File: src/rtl/spi_slave.sv
// Mode-0 SPI responder on the RISC5 I/O bus: the CPU loads a transmit word, reads the received word
// and polls txrdy/rdy/ovr. All SPI pins are oversampled, so SCLK must stay at or below clk/8.
module spi_slave #(
    parameter int W = 8,
    parameter logic [W-1:0] FILL = '1
) (
    input  logic         clk,
    input  logic         rst,
    input  logic         SCLK,
    input  logic         SS,
    input  logic         MOSI,
    output logic         MISO,
    output logic         MISOen,
    input  logic [W-1:0] dataTx,
    input  logic         load,
    output logic         txrdy,
    output logic [W-1:0] dataRx,
    output logic         rdy,
    input  logic         done,
    output logic         ovr
);

    localparam int CW = $clog2(W + 1);

    typedef enum logic {IDLE, ACTIVE} state_t;

    state_t         state;
    logic           sclk1, sclk2, sclkh;
    logic           ss1, ss2, ssh;
    logic           mosi1, mosi2;
    logic [W-1:0]   txbuf;
    logic [W-2:0]   txrest;
    logic [W-2:0]   rxshift;
    logic [CW-1:0]  bitcnt;
    logic           skipfall;

    logic           sclkrise, sclkfall, ssrise, ssfall;
    logic           complete, consume;
    logic [W-1:0]   nextword;
    logic [W-1:0]   rxnext;

    assign sclkrise = sclk2 & ~sclkh;
    assign sclkfall = ~sclk2 & sclkh;
    assign ssrise   = ss2 & ~ssh;
    assign ssfall   = ~ss2 & ssh;

    // MISO holds the current MSB; txrest holds the bits still to be shifted out behind it.
    assign nextword = txrdy ? FILL : txbuf;
    assign rxnext   = {rxshift, mosi2};
    assign complete = (state == ACTIVE) && !ssrise && !ssfall && sclkrise
                      && (bitcnt == CW'(W - 1));
    assign consume  = ((state == IDLE) && ssfall) || complete;

    always_ff @(posedge clk) begin
        if (!rst) begin
            state    <= IDLE;
            sclk1    <= 1'b0;
            sclk2    <= 1'b0;
            sclkh    <= 1'b0;
            ss1      <= 1'b1;
            ss2      <= 1'b1;
            ssh      <= 1'b1;
            mosi1    <= 1'b0;
            mosi2    <= 1'b0;
            MISO     <= 1'b1;
            MISOen   <= 1'b0;
            txbuf    <= '0;
            txrest   <= '1;
            rxshift  <= '0;
            bitcnt   <= '0;
            skipfall <= 1'b0;
            txrdy    <= 1'b1;
            dataRx   <= '0;
            rdy      <= 1'b0;
            ovr      <= 1'b0;
        end else begin
            sclk1 <= SCLK;
            sclk2 <= sclk1;
            sclkh <= sclk2;
            ss1   <= SS;
            ss2   <= ss1;
            ssh   <= ss2;
            mosi1 <= MOSI;
            mosi2 <= mosi1;

            // A load landing on a consume keeps the new word pending.
            if (load) begin
                txbuf <= dataTx;
                txrdy <= 1'b0;
            end else if (consume) begin
                txrdy <= 1'b1;
            end

            if (done)
                rdy <= 1'b0;

            case (state)
                IDLE: begin
                    MISOen <= 1'b0;
                    MISO   <= 1'b1;
                    if (ssfall) begin
                        state    <= ACTIVE;
                        MISOen   <= 1'b1;
                        MISO     <= nextword[W-1];
                        txrest   <= nextword[W-2:0];
                        bitcnt   <= '0;
                        skipfall <= 1'b0;
                    end
                end
                ACTIVE: begin
                    if (ssrise) begin
                        state    <= IDLE;
                        MISOen   <= 1'b0;
                        MISO     <= 1'b1;
                        bitcnt   <= '0;
                        skipfall <= 1'b0;
                    end else if (!ssfall) begin
                        if (sclkrise) begin
                            rxshift <= rxnext[W-2:0];
                            if (complete) begin
                                bitcnt   <= '0;
                                dataRx   <= rxnext;
                                rdy      <= 1'b1;
                                if (!done)
                                    ovr <= ovr | rdy;
                                MISO     <= nextword[W-1];
                                txrest   <= nextword[W-2:0];
                                skipfall <= 1'b1;
                            end else begin
                                bitcnt <= bitcnt + 1'b1;
                            end
                        end else if (sclkfall) begin
                            // The fall closing a word must not push out the freshly reloaded MSB.
                            if (skipfall) begin
                                skipfall <= 1'b0;
                            end else begin
                                MISO   <= txrest[W-2];
                                txrest <= {txrest[W-3:0], 1'b1};
                            end
                        end
                    end
                end
                default: state <= IDLE;
            endcase
        end
    end

endmodule
File: config.mk
export PLATFORM = sky130hd
export DESIGN_NAME = spi_slave
export DESIGN_NICKNAME = d
export VERILOG_FILES = /design/src/rtl/spi_slave.sv
export SDC_FILE = /design/constraint.sdc
export NUM_CORES = 1
export LEC_CHECK = 0
export CAP_MARGIN = 10
export CORE_MARGIN = 2
export CORE_UTILIZATION = 30
export DETAILED_ROUTE_END_ITERATION = 16
export PLACE_DENSITY = 0.47
export SYNTH_ARGS = -nofsm -noshare
export SYNTH_HDL_FRONTEND = slang
export SYNTH_SLANG_ARGS = --single-unit
export TNS_END_PERCENT = 20
File: constraint.sdc
create_clock -name clk -period 3 [get_ports clk]
set_input_delay 0.3 -clock clk [delete_from_list [all_inputs] [get_ports clk]]
set_output_delay 0.3 -clock clk [all_outputs]
set_load 0.005 [all_outputs]
==> results of run 1 <==
-- through the flow --
stage / setup slack (ns) / util / hold slack (ns) / cell area, µm²
finish: 0.621 / 0.377 / 0.434 / 2570
global route: 0.443 / 0.377 / 0.459 / 2570
global placement: 0.657 / 0.362 / 0.418 / 2470
detailed placement: 0.629 / 0.362 / 0.407 / 2470
CTS: 0.610 / 0.377 / 0.436 / 2570
floorplan: 1.06 / - / 0.386 / 2140
-- cells in the mapped netlist, drive strengths merged (6+ instances only) --
cell,n
mux2i,16
clkbuf,9
nand2b,7
dfxtp,49
a21oi,14
o311ai,6
inv,6
nor2,30
nand2,20
o21ai,11
a211oi,7
-- worst reg2reg max path: stages (launching register included) --
cell and delay [ns]:
dfxtp_1 0.32, inv_1 0.07, ha_1 0.38, and4bb_4 0.32
a211oi_4 0.33, or2_1 0.51, mux2_4 0.34
-- how the worst max path moves through the flow --
stage	slack (ns)	endpoint	depth (start not counted)	from
2_1_floorplan	1.06	txrest[0]	8	ss2
6_report	0.62	txrest[0]	6	ss2
4_1_cts	0.61	txrest[0]	6	ss2
3_5_place_dp	0.63	txrest[0]	6	ss2
3_3_place_gp	0.66	txrest[0]	6	ss2
5_1_grt	0.44	txrest[0]	7	ss2
-- state kept, by name, indices dropped and copies added, names as in the netlist, 4 cells and up --
signal / cells
bitcnt: 4
txrest: 7
rxshift: 7
txbuf: 8
dataRx: 8
-- final cells by class --
class                           count  area [µm²]
Multi-Input combinational cell    152        1060
Inverter                            6        22.5
Fill cell                         731        4260
Clock buffer                        7        96.3
Timing Repair Buffer               29         285
Clock inverter                      1        5.00
Tap cell                           96         120
Sequential cell                    49         981
-- report_power, final --
group | switching (µW) | total [µW] | internal [µW]
clock network | 216 | 425 | 209
logic | 67.4 | 128 | 60.7
registers | 17.2 | 689 | 672
total | 301 | 1240 | 941
-- cell families after synthesis --
kind of cell               Yosys count  synth area share
AOI/OAI and AO/OA                   45             0.180
buffers and inverters               19            0.0427
and+or+nand+nor                     85             0.207
adders and majority gates            5            0.0293
DFF                                 49             0.459
muxes                               17            0.0820
-- layout by cell type, fill, tap and decap left out, types with 6 or more instances in the layout --
cell	Yosys	routed
mux2i_1	16	16
a211oi_1	6	6
clkbuf_8	0	7
inv_1	6	6
nor2_1	30	30
nand2b_1	7	7
dfxtp_1	49	49
a21oi_1	14	14
o21ai_0	11	11
nand2_1	20	20
clkdlybuf4s50_1	0	27
-- metal layers --
metal,GRT usage,routed length [µm]
met3,0.0326,177
met2,0.174,1850
met5,0,0
met1,0.176,2320
met4,0.0372,48
==> results.md, run 1 <==
- Status: completed
- Worst r2r src: ss2
- Layout area overhead: 20.5%
- Violation count after the first detailed-route iteration: 117
- CP Launch Type: flip-flop
- CTS tree: done
- Ant. Diodes: 0
- Detailed-route via count: 1589
- Initial antenna violation count: 0
- DR DRC count: 0
- CTS Sinks: 49
- Die height: approximately 88 µm
- Normalized max-slew margin: 0.563
- Initial core utilization: 0.313
- Post-CTS setup buffer count: 0
- Io pins: 28
- Syn Area/Cell: between 9 and 10 µm²
- Final slew viol count: 0
- Die area: between 7000 and 8000 µm²
- Tightest Pin Transition: ~0.65 ns
- Endpoint class of the critical path: flip-flop
- Worst-path clk slew: about 0.090 ns
- Final Power: 1240 µW
- #FFs+latches synth: 49
- Hold Startpoint: ss1
- Crit path cell chain: inv_1 > ha_1 > and4bb_4 > a211oi_4 > or2_1 > mux2_4
- Worst hold path depth: 1
- Antenna-violating nets left: 0
- Post-DP HPWL: 3.12 mm
- Synth top area share: 0.459
- Leak pwr: 0.000972 µW
- Synth Cell Area: between 2000 and 2500 µm²
- CP max FO: 11
- Main synth FF type: dfxtp_1
- Post-layout min period: around 2.4 ns
- CTS root buf: clkbuf_8
- Cts repair resizes: 0
- Seq/Total Area, Yosys: 0.459
- Synth Instances: 220
- Global-route wire length before repair: 7.39 mm
- Layout cells sized above 1: 0.102
- Nets: ~260
- Number of global-route vias before repair: 1500
- Net count after synthesis: between 200 and 250
- DIE WIDTH: between 80 and 90 µm
- Post-CTS Hold Buffers: 0
- Final WL: approximately 4.4 mm
- Num rows: 30
- Crit Path Class: reg -> reg
- GPL Wtd Cong: 0.777
- FFs w/ async S/R, synth: 0
- Clock skew: roughly 0.0096 ns
- Final hold viol count: 0
- Reg-to-reg critical path endpoint: txrest[0]
- Max Cap Viol: 0
- Htree depth: 2
- Part of the cycle the worst path needs: 0.793
- Dpl cells: between 300 and 400
- TritonCTS Buffers: 5
- Synth cell types: 43
- Maximum vdd ir drop: roughly 0.29 mV
- Sink of the worst hold path: ss2
- Tightest Hold Check Type: reg -> reg
- Max stage delay on crit path: just over 0.5 ns
- Grt total ovfl: 0
- RSZ-0062 raised after global routing: false
- Vias per inst: 4.67
- CP bufs+invs: 1
- Post-Layout Cell Count: 340
- PortBufs: 27
- Worst path required time: around 3.2 ns
- Power Dens Cells: around 480 nW/µm²
- Post-synth EDFFs: 0
- Dominant cell type by area after synthesis: dfxtp_1
- GR Util All Layers: 0.121
- Worst Path Arrival: between 2 and 3 ns
- Synth area leaders: dfxtp_1, mux2i_1, nor2_1
- Max clock buf depth: 2
- Area of the core: just under 7000 µm²
- First-pass iteration count of the detailed router: 4
- Max stage delay cell, worst path: or2_1
- FF-to-FF path depth: 6
- Avg WL per Cell: 12.9 µm
- Total negative slack: 0 ns
- Final setup viols: 0
- Clock latency on the worst-skew pair: 0.30 ns
- Synth warnings: 0
- Worst path top cell family by delay: simple AND/OR/NAND/NOR gates
- Largest net degree at the start of global routing: 31
- Fmax: between 400 and 500 MHz
- Reg2reg setup slack: about 0.62 ns
No activity file was read; power rests on OpenSTA's default activity.
==> inputs of run 2 (changes only) <==
Clock period 3 ns to 2.3 ns, I/O delays scaled along.
==> run 2 against run 1 <==
Via count down 0.88%. Register-to-register slack worse by 0.36 ns. First-iteration DRC count down 55%. Critical path depth increased by 1. Utilization rose by 0.92 points. Fmax up 17%. Final cell count rose by 2.1%. Wire length is 2.4% higher. Sequential power up 30%. Count of clock-buffer cells in the layout shrank 2. Sequential cell count unchanged. Combinational power is 41% higher.
==> results.md, run 2 (synthesis gave the netlist of run 1 again) <==
- Crit path cell chain: inv_1 > ha_1 > and4bb_4 > a211oi_4 > or2_1 > buf_4 > o311ai_2
- Htree depth: 2
- PortBufs: 27
- Gate power share: 0.109
- Total negative slack: 0 ns
- CTS tree: done
- Worst-path clk slew: around 0.090 ns
- Commonest non-fill, non-tap cells in the layout: dfxtp_1, nor2_1, clkdlybuf4s50_1
- Max stage delay cell, worst path: and4bb_4
- DR DRC count: 0
- Crit Path Class: reg -> reg
- Int Power: approximately 1300 µW
- Violation count after the first detailed-route iteration: 53
- Worst path required time: between 2 and 3 ns
- CP max FO: 7
- Die height: ~88 µm
- First-pass iteration count of the detailed router: 4
- Maximum vdd ir drop: about 0.33 mV
- CP Launch Type: flip-flop
- Fmax: just under 500 MHz
- DIE WIDTH: around 88 µm
- Num rows: 30
- Power Dens Cells: about 630 nW/µm²
- Final core utilization: 0.386
- WHS: around 0.42 ns
- Tightest Pin Transition: about 0.51 ns
- Final WL: between 4 and 5 mm
- Post-CTS Hold Buffers: 0
- Psw: 385 µW
- Switching share of power: 0.231
- Post-DP HPWL: 3.29 mm
- Avg WL per Cell: 13.0 µm
- Clock Power Share: 0.353
- Post-CTS setup buffer count: 0
- DP Area: 2530 µm²
- GPL Wtd Cong: between 0.7 and 0.8
- Io pins: 28
- Worst Path Arrival: 2.24 ns
- Largest net degree at the start of global routing: 30
- Leak pwr: a little over 0.001 µW
- TritonCTS Buffers: 5
- Fill count: between 700 and 800
- Max clock buf depth: 2
- Max stage delay on crit path: 0.42 ns
- Final hold viol count: 0
- Detailed-route via count: between 1500 and 2000
- Die area: between 7000 and 8000 µm²
- RSZ-0062 raised after global routing: false
- Layout area overhead: 23.4%
- Normalized max-slew margin: 0.659
- Max Cap Viol: 0
- Final setup viols: 0
- Endpoint class of the critical path: flip-flop
- Post-Layout Inst Area: ~2600 µm²
- Worst r2r src: ss2
- Clock skew: ~0.0075 ns
- Final slew viol count: 0
- Ant. Diodes: 0
- CTS Sinks: 49
- Dpl ws: 0.269 ns
- Global-route wire length before repair: approximately 7.8 mm
- CTS root buf: clkbuf_8
- Worst setup path start: ss2
- Status: completed
- Number of global-route vias before repair: around 1600
- Most common cell after layout, fill and taps aside: dfxtp_1
- Grt total ovfl: 0
- Register share of total power: 0.538
- Hold Startpoint: ss1
- Initial antenna violation count: 0
- CP bufs+invs: 2
- Cts repair resizes: 0
- Part of the cycle the worst path needs: 0.885
- Antenna-violating nets left: 0
- GR Util All Layers: 0.128
- Nets: 271
- Worst path top cell family by delay: simple AND/OR/NAND/NOR gates
- Vias per inst: around 4.5
- Post-layout min period: between 2 and 2.5 ns
- Layout cells sized above 1: 0.127
- Initial core utilization: 0.313
- Clock latency on the worst-skew pair: 0.29 ns
- Biggest regs: dataRx: 8 flops, txbuf: 8 flops
- Area of the core: just under 7000 µm²
- Setup slack after layout: 0.264 ns
- Tightest Hold Check Type: reg -> reg
run 2: worst paths after layout:
| path | end | slack, ns | depth (start not counted) |
|---|---|---|---|
| worst max-delay path | txrest[5] | 0.26 | 7 |
| worst max register to register | txrest[5] | 0.26 | 7 |
| worst min-delay path | ss2 | 0.42 | 1 |
| worst min register to register | ss2 | 0.42 | 1 |
run 2: area by class of cell:
| class | count | area, µm² | share of cell area |
|---|---|---|---|
| clock inverters | 2 | 35.0 | 0.0133 |
| clock buffers | 5 | 68.8 | 0.0261 |
| repair buffers | 37 | 345 | 0.131 |
| inverters | 6 | 22.5 | 0.00854 |
| well taps | 96 | 120 | 0.0455 |
| multi-input cells | 152 | 1060 | 0.404 |
| flip-flops and latches | 49 | 981 | 0.372 |
run 2: power by group through the flow:
stage | sequential, µW | combinational (µW) | clock [µW]
finish | 897 | 181 | 588
global route | 902 | 202 | 658
CTS | 897 | 184 | 613
detailed placement | 917 | 183 | 0
global placement | 916 | 183 | 0
floorplan | 908 | 127 | 0
run 2: worst register-to-register path, delay by kind of cell, from the launching register on:
kind	cells	cell delay, ns
simple gates	2	0.70
buf+inv	2	0.26
flops	1	0.35
fa+ha+maj	1	0.27
compound gates	2	0.38
run 2: layer usage:
metal	vias up	routed length, µm	global-route usage
met3	2	163	0.0336
met2	22	1980	0.198
met5	-	0	0
li1	823	-	-
met4	0	15	0.0331
met1	728	2340	0.178
run 2: per-stage QoR:
step | cells | total power, µW
CTS | 347 | 1690
finish | 347 | 1670
floorplan | 220 | 1030
global placement | 340 | 1100
detailed placement | 340 | 1100
global route | 347 | 1760
==> inputs of run 3 (changes only) <==
Settings changed: SKIP_LAST_GASP from default to 1.
==> results of run 3 <==
No change in the layout: final DEF, timing and power equal those of run 2.
